$ cat src/rtl/frame_sched_pkg.sv
// Shared definitions for the snapshot scheduler: state encoding and frame geometry
// used by the write side (pixel_catcher) and the read side (image_sender).
package frame_sched_pkg;

   localparam int DEFAULT_ADDR_W       = 13;
   localparam int DEFAULT_FRAME_PIXELS = 4800;        // 80x60
   localparam int DEFAULT_TIMEOUT      = 12_500_000;

   typedef enum logic [2:0] {
      IDLE    = 3'd0,
      WAIT_VS = 3'd1,
      CAPTURE = 3'd2,
      LATCH   = 3'd3,
      SEND    = 3'd4,
      REPORT  = 3'd5
   } sched_state_t;

endpackage

$ cat src/rtl/frame_scheduler_watchdog.sv
// Watchdog for the SEND/REPORT handshakes: cleared on state entry, counts while
// enabled, and flags expiry on the TIMEOUT-th cycle spent in the state.
module sched_watchdog
   import frame_sched_pkg::*;
#(
   parameter int TIMEOUT = DEFAULT_TIMEOUT
) (
   input  logic clk,
   input  logic rst,
   input  logic clr,
   input  logic en,
   output logic expire
);

   localparam int               CNT_W = $clog2(TIMEOUT + 1);
   localparam logic [CNT_W-1:0] LAST  = CNT_W'(TIMEOUT - 1);

   logic [CNT_W-1:0] cnt;

   assign expire = en && (cnt == LAST);

   // NOTE: clocked state is always assigned with <=, so every register samples
   // pre-edge values and block ordering cannot change the result.
   always_ff @(posedge clk or posedge rst) begin
      if (rst)
         cnt <= '0;
      else if (clr)
         cnt <= '0;
      else if (en && !expire)
         cnt <= cnt + CNT_W'(1);
   end

endmodule

$ cat src/rtl/frame_scheduler.sv
// Snapshot sequencer: capture a frame into the buffer RAM, latch the colour,
// upload the image, report the colour, with write gating and a handshake watchdog.
module frame_scheduler
   import frame_sched_pkg::*;
#(
   parameter int ADDR_W       = DEFAULT_ADDR_W,
   parameter int FRAME_PIXELS = DEFAULT_FRAME_PIXELS,
   parameter int TIMEOUT      = DEFAULT_TIMEOUT
) (
   input  logic              clk,
   input  logic              rst,
   input  logic              cap_req,
   input  logic              continuous,
   input  logic              vsync_s,
   input  logic              regwrite_in,
   input  logic [ADDR_W-1:0] addr_in,
   input  logic [2:0]        color_code_in,
   input  logic              send_done,
   input  logic              report_done,
   output logic              regwrite_out,
   output logic              send_start,
   output logic              report_start,
   output logic [2:0]        color_code,
   output logic              busy,
   output logic              short_frame,
   output logic              timeout_err,
   output logic [7:0]        frame_cnt
);

   localparam int                CNT_W      = $clog2(FRAME_PIXELS + 1);
   localparam logic [CNT_W-1:0]  FRAME_LAST = CNT_W'(FRAME_PIXELS);
   localparam logic [ADDR_W:0]   ADDR_LIM   = (ADDR_W + 1)'(FRAME_PIXELS);

   sched_state_t     state, state_nxt;
   logic             cap_req_d, vsync_d, pending, first_cycle;
   logic             cap_rise, vs_rise, wr_pass;
   logic             wd_clr, wd_en, wd_expire;
   logic [CNT_W-1:0] wr_cnt, wr_cnt_nxt;

   assign cap_rise   = cap_req & ~cap_req_d;
   assign vs_rise    = vsync_s & ~vsync_d;
   assign wr_pass    = (state == CAPTURE) && regwrite_in && ({1'b0, addr_in} < ADDR_LIM);
   assign wr_cnt_nxt = wr_cnt + CNT_W'(wr_pass);
   assign busy       = (state != IDLE);

   // Any state change clears the watchdog, so SEND and REPORT each get a full budget.
   assign wd_clr = (state_nxt != state);
   assign wd_en  = (state == SEND) || (state == REPORT);

   sched_watchdog #(.TIMEOUT(TIMEOUT)) u_watchdog (
      .clk    (clk),
      .rst    (rst),
      .clr    (wd_clr),
      .en     (wd_en),
      .expire (wd_expire)
   );

   // NOTE: every signal written here gets a default first; a path that leaves
   // one unassigned would infer a latch.
   always_comb begin
      state_nxt    = state;
      regwrite_out = 1'b0;
      send_start   = 1'b0;
      report_start = 1'b0;
      unique case (state)
         IDLE:    if (cap_rise || pending || continuous) state_nxt = WAIT_VS;
         WAIT_VS: if (vs_rise) state_nxt = CAPTURE;
         CAPTURE: begin
            regwrite_out = wr_pass;
            if (vs_rise || (wr_cnt_nxt == FRAME_LAST)) state_nxt = LATCH;
         end
         LATCH:   state_nxt = SEND;
         SEND: begin
            send_start = first_cycle;
            if (send_done)      state_nxt = REPORT;
            else if (wd_expire) state_nxt = IDLE;
         end
         REPORT: begin
            report_start = first_cycle;
            if (report_done || wd_expire) state_nxt = IDLE;
         end
         default: state_nxt = IDLE;
      endcase
   end

   always_ff @(posedge clk or posedge rst) begin
      if (rst) begin
         state       <= IDLE;
         cap_req_d   <= 1'b0;
         vsync_d     <= 1'b0;
         first_cycle <= 1'b0;
         pending     <= 1'b0;
         wr_cnt      <= '0;
         color_code  <= 3'd0;
         short_frame <= 1'b0;
         timeout_err <= 1'b0;
         frame_cnt   <= 8'd0;
      end else begin
         state       <= state_nxt;
         cap_req_d   <= cap_req;
         vsync_d     <= vsync_s;
         first_cycle <= (state_nxt != state);

         // A request that arrives while busy is remembered once, not counted.
         if (state == IDLE && state_nxt == WAIT_VS) begin
            pending     <= 1'b0;
            short_frame <= 1'b0;
            timeout_err <= 1'b0;
         end else if (cap_rise && state != IDLE) begin
            pending <= 1'b1;
         end

         if (state == WAIT_VS)
            wr_cnt <= '0;
         else if (state == CAPTURE)
            wr_cnt <= wr_cnt_nxt;

         // A write landing together with the vsync edge still completes the frame.
         if (state == CAPTURE && vs_rise && wr_cnt_nxt != FRAME_LAST)
            short_frame <= 1'b1;

         if (state == LATCH)
            color_code <= color_code_in;

         if ((state == SEND && !send_done && wd_expire) ||
             (state == REPORT && !report_done && wd_expire))
            timeout_err <= 1'b1;

         if (state == REPORT && report_done)
            frame_cnt <= frame_cnt + 8'd1;
      end
   end

endmodule
$ cat config.mk
export PLATFORM = sky130hd
export DESIGN_NAME = frame_scheduler
export DESIGN_NICKNAME = d
export VERILOG_FILES = /design/src/rtl/frame_sched_pkg.sv /design/src/rtl/frame_scheduler_watchdog.sv /design/src/rtl/frame_scheduler.sv
export SDC_FILE = /design/constraint.sdc
export NUM_CORES = 1
export LEC_CHECK = 0
export ABC_AREA = 1
export BUFFER_PORTS_ARGS = -buffer_cell sky130_fd_sc_hd__buf_2
export CORE_MARGIN = 2
export CORE_UTILIZATION = 52
export CTS_CLUSTER_SIZE = 24
export DETAILED_ROUTE_END_ITERATION = 12
export GPL_TIMING_DRIVEN = 0
export PLACE_DENSITY = 0.76
export SYNTH_ARGS = -nofsm -noshare
export SYNTH_HDL_FRONTEND = slang
export SYNTH_SLANG_ARGS = --single-unit
$ cat constraint.sdc
create_clock -name clk -period 2.38 [get_ports clk]
set_clock_uncertainty 0.05 [all_clocks]
set_input_delay 0 -clock clk [delete_from_list [all_inputs] [get_ports clk]]
set_output_delay 0 -clock clk [all_outputs]
set_load 0.02 [all_outputs]
**Yosys cells after proc, flatten, opt, wreduce, memory -nomap -nowiden**

Cells that the tools add are included.

- Memories: 0
- Register bits after elaboration: 57
- Memory bits (writable): 0
- Bits in latches: 0
- Logic and storage cells: 77
- Memory bits (read-only): 0

- $lt $le $gt $ge: 1
- Bitwise gates (word level): 4
- Divide/modulo/power cells: 0
- Equal/unequal tests: 10
- Shift-type cells: 0
- $add $sub $neg: 3
- Reduce and logical (&&, ||, !) cells: 29
- Mux-type cells: 19
- $mul: 0

Operator list:

| cell | count |
|---|---|
| 24-bit 2-to-1 mux | 2 |
| 13-bit 2-to-1 mux | 2 |
| 24-bit by 1-bit adder with 24-bit output (second input constant) | 1 |
| 24-bit equality test (second input constant) | 1 |
| 3-bit 2-to-1 mux | 6 |
| 3-bit one-hot mux with 6 select lines | 1 |
| 13-bit by 1-bit adder with 13-bit output | 1 |
| 13-bit equality test (second input constant) | 1 |
| 1-bit logical AND | 13 |
| 13-bit < comparator (second input constant) | 1 |
| 13-bit != test (second input constant) | 1 |
| 2-bit nonzero test | 5 |
| 8-bit by 1-bit adder with 8-bit output (second input constant) | 1 |
| 1-bit 2-to-1 mux | 8 |
| 3-bit by 1-bit equality test with 1-bit output (second input constant) | 2 |
| 3-bit by 2-bit equality test with 1-bit output (second input constant) | 2 |
| 3-bit equality test (second input constant) | 2 |
| 1-bit logical OR | 6 |
| 1-bit logical NOT | 3 |
| 3-bit logical NOT | 1 |
| 3-bit != test | 1 |
| 3-bit nonzero test | 1 |
| 1-bit bitwise AND | 2 |
| 1-bit inverter | 2 |

**Depth between registers and ports, before layout**

- Word-level depth: 12
- Gate-level depth with buffers: 22

**Cells and area by module**

Synthesis repeated with hierarchy kept, for this count alone.

- Cell total of the unflattened synthesis: 498
- Area, all modules: 3,518.4 um2

Modules (own cells, without submodules):

| module | instances | cells each | area each (um2) |
|---|---|---|---|
| frame_scheduler | 1 | 227 | 1,806.7 |
| sched_watchdog | 1 | 271 | 1,711.6 |

**Least setup slack after synthesis**

Ideal clock, no wire load.

- Path type: flip-flop to flip-flop
- From: register state[0]
- To: register u_watchdog.cnt[1]
- Setup time: 0.121 ns
- Stages on the path, launching flop included: 21
- Period minus slack after synthesis: 2.606 ns
- Path slack: -0.226 ns
- Required time: 2.209 ns
- Arrival: 2.435 ns
- Path through: dfrtp_1 -> nor2_1 -> inv_1 -> nor2_1 -> buf_6 -> nand2_1 -> a21oi_1 -> ha_1 -> ha_1 -> nand3_1 -> o21bai_1 -> nand2_1 -> nor2_1 -> nand2_1 -> nor2_1 -> nand4_1 -> nand2_2 -> nand2_2 -> nand2_4 -> buf_6 -> nor2_1

- Word-level cells in the longest chain between the ends: 10
- Elaborated cells between the ends (all ways): 26

RTL lines:

| item | RTL line | source |
|---|---|---|
| start: declaration | frame_scheduler.sv:34 | `sched_state_t state, state_nxt;` |
| start signal: assignment | frame_scheduler.sv:99 | `state <= state_nxt;` |
| 3-bit by 2-bit equality test with 1-bit output | frame_scheduler.sv:42, frame_scheduler.sv:65 |  |
| 1-bit logical AND (2 in series) | frame_scheduler.sv:42 | `assign wr_pass = (state == CAPTURE) && regwrite_in && ({1'b0, addr_in} < ADDR_LIM);` |
| 13-bit by 1-bit adder with 13-bit output | frame_scheduler.sv:43 | `assign wr_cnt_nxt = wr_cnt + CNT_W'(wr_pass);` |
| 13-bit equality test | frame_scheduler.sv:70 | `if (vs_rise \|\| (wr_cnt_nxt == FRAME_LAST)) state_nxt = LATCH;` |
| 1-bit logical OR | frame_scheduler.sv:70 |  |
| 3-bit 2-to-1 mux | frame_scheduler.sv:70 |  |
| 3-bit one-hot mux with 6 select lines (*) | frame_scheduler.sv:65 | `unique case (state)` |
| net state_nxt[0] | frame_scheduler.sv:34 |  |
| 3-bit != test (*) | frame_scheduler.sv:47 | `assign wd_clr = (state_nxt != state);` |
| 24-bit 2-to-1 mux or 2-bit nonzero test (tied branches) | - |  |
| end signal: assignment | frame_scheduler_watchdog.sv:30 | `cnt <= cnt + CNT_W'(1);` |
| end: declaration | frame_scheduler_watchdog.sv:18 | `logic [CNT_W-1:0] cnt;` |

The timed path passes the listed nets; every way through them passes the cells marked *.
A chain may end at the register's enable or synchronous reset.

**Final worst setup path**

- From: register state[0]
- To: register u_watchdog.cnt[21]

- Word-level cells in the longest chain between the ends: 10
- Elaborated cells between the ends (all ways): 26

RTL lines:

| item | RTL line | source |
|---|---|---|
| 3-bit by 2-bit equality test with 1-bit output | frame_scheduler.sv:42, frame_scheduler.sv:65 |  |
| 1-bit logical AND (2 in series) | frame_scheduler.sv:42 |  |
| 13-bit by 1-bit adder with 13-bit output | frame_scheduler.sv:43 |  |
| 13-bit equality test | frame_scheduler.sv:70 |  |
| 1-bit logical OR | frame_scheduler.sv:70 |  |
| 3-bit 2-to-1 mux | frame_scheduler.sv:70 |  |
| 3-bit one-hot mux with 6 select lines (*) | frame_scheduler.sv:65 |  |
| net state_nxt[0] | frame_scheduler.sv:34 |  |
| 3-bit != test (*) | frame_scheduler.sv:47 |  |
| net u_watchdog.clr | frame_scheduler_watchdog.sv:10 | `input logic clr,` |
| 24-bit 2-to-1 mux or 2-bit nonzero test (tied branches) | - |  |

Marks and branches as above.

==> results.cfg <==
[logic_synthesis]
synth_edf_count = 0
synthDistinctLibCells = 34
synth_largest_area_cell = dfrtp_1
ys_ff_latch = 57
netlist_area_sq_mm = 0.00320
synth.top_cell.area_share_pct = 44.5
yosysSeqAreaShare_pct = 44.5
async_flop_share_pct = 100
postSynthAreaPerCell_sq_um = 7.81
yosys-top-cells-area = dfrtp_1 45%, nand2_1 10%, nor2_1 7.0%
synthFlopType = dfrtp_1
synth_nets = 438
synth.yosys.warnings = 0
synthCells = 410

[clock_tree]
h-tree-depth = 3
cts_sinks = 57
max-clock-path-buffers = 2
cts_tree = done
cts_buffers = 9
cts-root-buf = clkbuf_8
worstSkewPairLatency_ns = 0.34
path_clk_slew_ns = 0.07

[power_and_ir_drop]
peakVddDrop_v = 0.000573
p_leak_nw = 1.91
p_per_area_mw_per_mm2 = 833
p_total_w = 0.00336

[place]
postPlaceCellArea_sq_mm = 0.00353
gp_congestion = 0.879
dp.cells = 520
dpl.hpwl_microns = 4990
port_buffers = 34

[global_routing]
track_usage_pct = 23.6
antenna_found_initial = 0
grt_max_degree = 40
overflow = 0
grt_pass1_wl_microns = 12100
grt_pass1_vias = 2718

[die]
die_x_microns = 82.5
initial_utilization_pct = 54.1
die_area_sq_mm = 0.00680
die_h_microns = 82.5
row_count = 28
core_sq_mm = 0.00592
ioPinCount = 41

[drt]
vias = 2972
post_drt_wl_per_cell_microns = 13.4
first_pass_iters = 4
routed_wl_microns = 7560
vias_per_cell = 5.25
drc = 0
final_antenna_net_count = 0
drtIter0Drc = 133

[worst_setup_path]
start_kind = flop
r2r_start = state[0]
crit_path_end_kind = flop
critPathKind = reg2reg
rrSetupSlack_ns = -0.46
worstPathArrival_ns = 3.02
cp_max_fo = 10
reg2reg_depth = 20
worstPathRequired_ns = 2.57
worstReg2RegEnd = u_watchdog.cnt[21]

[sta]
rsz0062_at_grt = true
fin_crit_ns = 2.84
max_freq_ghz = 0.352
setup_viol = 27
finalCritPeriodShare_pct = 119
slew_violations = 0
tightest_slew_ns = 0.661
hold_viol = 0
setup_ws_ns = -0.458
holdWs_ns = 0.0206
slew_headroom_pct = 55.5
finalSetupTns_ns = -11.35

[flow_run]
drv_cap = 0

[final_layout]
area_growth_pct = 26.2
drive_above_1_share_pct = 24.6
layout.nets = 514
finalNonFillerCells = 566
diodes = 0
fin_area_sq_mm = 0.00404

[status]
run_status = finished, violations left
violations = negative setup slack

[hold_path]
hold_end = timeout_err
worstHoldPathCells = 4
hold_class = in2reg
worstHoldStart = send_done
[final cells by class]
type                            count  area, sq um
Sequential cell                    57         1430
Timing Repair Buffer               65          447
Clock buffer                       10          128
Tap cell                           75         93.8
Fill cell                         456         1880
Buffer                              5         51.3
Inverter                           54          203
Multi-Input combinational cell    294         1610
Clock inverter                      6         82.6
[registers in the layout, summed over array words and instances (netlist names)]
signal          count
cap_req_d           1
color_code          3
first_cycle         1
frame_cnt           8
pending             1
short_frame         1
state               3
timeout_err         1
u_watchdog.cnt     24
vsync_d             1
wr_cnt             13
[critical path, stage by stage (launching register included)]
cell	delay (ns)
dfrtp_1	0.42
nor2_1	0.10
inv_1	0.07
nor2_2	0.13
buf_6	0.13
nand2_4	0.04
a21oi_2	0.11
ha_2	0.23
ha_4	0.17
nand3_4	0.11
o21bai_1	0.18
nand2_1	0.10
nor2_1	0.11
nand2_1	0.08
nor2_2	0.10
nand4_1	0.12
nand2_2	0.10
nand2_2	0.06
nand2_4	0.12
buf_12	0.15
nor2_1	0.04
[timing repair]
item | CTS | global route
pin swaps | 4 | 2
gates resized for setup | 7 | 12
endpoints found under the setup margin | 27 | 29
endpoints found under the hold margin | 66 | 0
cloned | 1 | 0
setup buffers | 15 | 6
hold buffers | 8 | 0
[cells in the final DEF (no fill, tap or decap), drive strengths merged, types with 8 or more instances in the layout]
| master | n |
|---|---|
| nand2 | 92 |
| xor2 | 22 |
| buf | 61 |
| dlygate4sd3 | 8 |
| nand4 | 13 |
| dfrtp | 57 |
| o21ai | 18 |
| clkbuf | 11 |
| inv | 54 |
| nor2 | 72 |
| nand3 | 37 |
[report_power, final]
part	switching (W)	total [W]	internal, W	leakage (nW)
sequential	0.0000821	0.00115	0.00107	0.768
clock	0.000417	0.00100	0.000584	0.106
combinational	0.000688	0.00121	0.000523	1.03
total	0.00119	0.00336	0.00218	1.91
[worst max path at each step]
stage | endpoint | from
after floorplan | u_watchdog.cnt[1] | state[0]
after global placement | u_watchdog.cnt[1] | state[0]
after detailed placement | u_watchdog.cnt[4] | state[0]
after CTS | u_watchdog.cnt[6] | state[0]
after global routing | u_watchdog.cnt[4] | state[0]
final | u_watchdog.cnt[21] | state[0]
[through the flow]
step / util, % / setup slack [ns]
final: 68.3 / -0.458
after global routing: 68.3 / -0.655
after CTS: 66.9 / -0.372
after detailed placement: 59.6 / -0.434
after global placement: 59.3 / -0.346
after floorplan: - / -0.0746
[cells in the mapped netlist (2+ instances only)]
cell type	count
nand2_1	87
nor2_1	60
dfrtp_1	57
inv_1	53
nand3_1	36
xor2_1	22
o21ai_0	17
nand4_1	13
nor2_2	12
nor3_1	6
xnor2_1	6
a21oi_1	5
ha_1	4
nand2_2	4
nor4_1	4
mux2_2	3
o22ai_1	3
buf_6	2
[layer usage]
metal / vias to the layer above / wire [microns] / global-route usage [%]
li1: 1470 / - / -
met1: 1411 / 3290 / 29.8
met2: 77 / 3820 / 38.8
met3: 14 / 309 / 4.67
met4: 0 / 143 / 11.0
met5: - / 0 / 0
[logic make-up (layout without fill, tap and decap cells)]
group / Yosys count / in the layout / share of synthesized area (%)
AO/OA/AOI/OAI: 31 / 31 / 5.35
XOR/XNOR: 28 / 28 / 7.66
adder cells (fa/ha/maj): 4 / 4 / 1.56
buffers and inverters: 59 / 140 / 7.93
flip-flops: 57 / 57 / 44.5
multiplexers: 3 / 3 / 1.06
AND/OR/NAND/NOR: 228 / 228 / 31.9
Power figures use the tool's default switching activity.
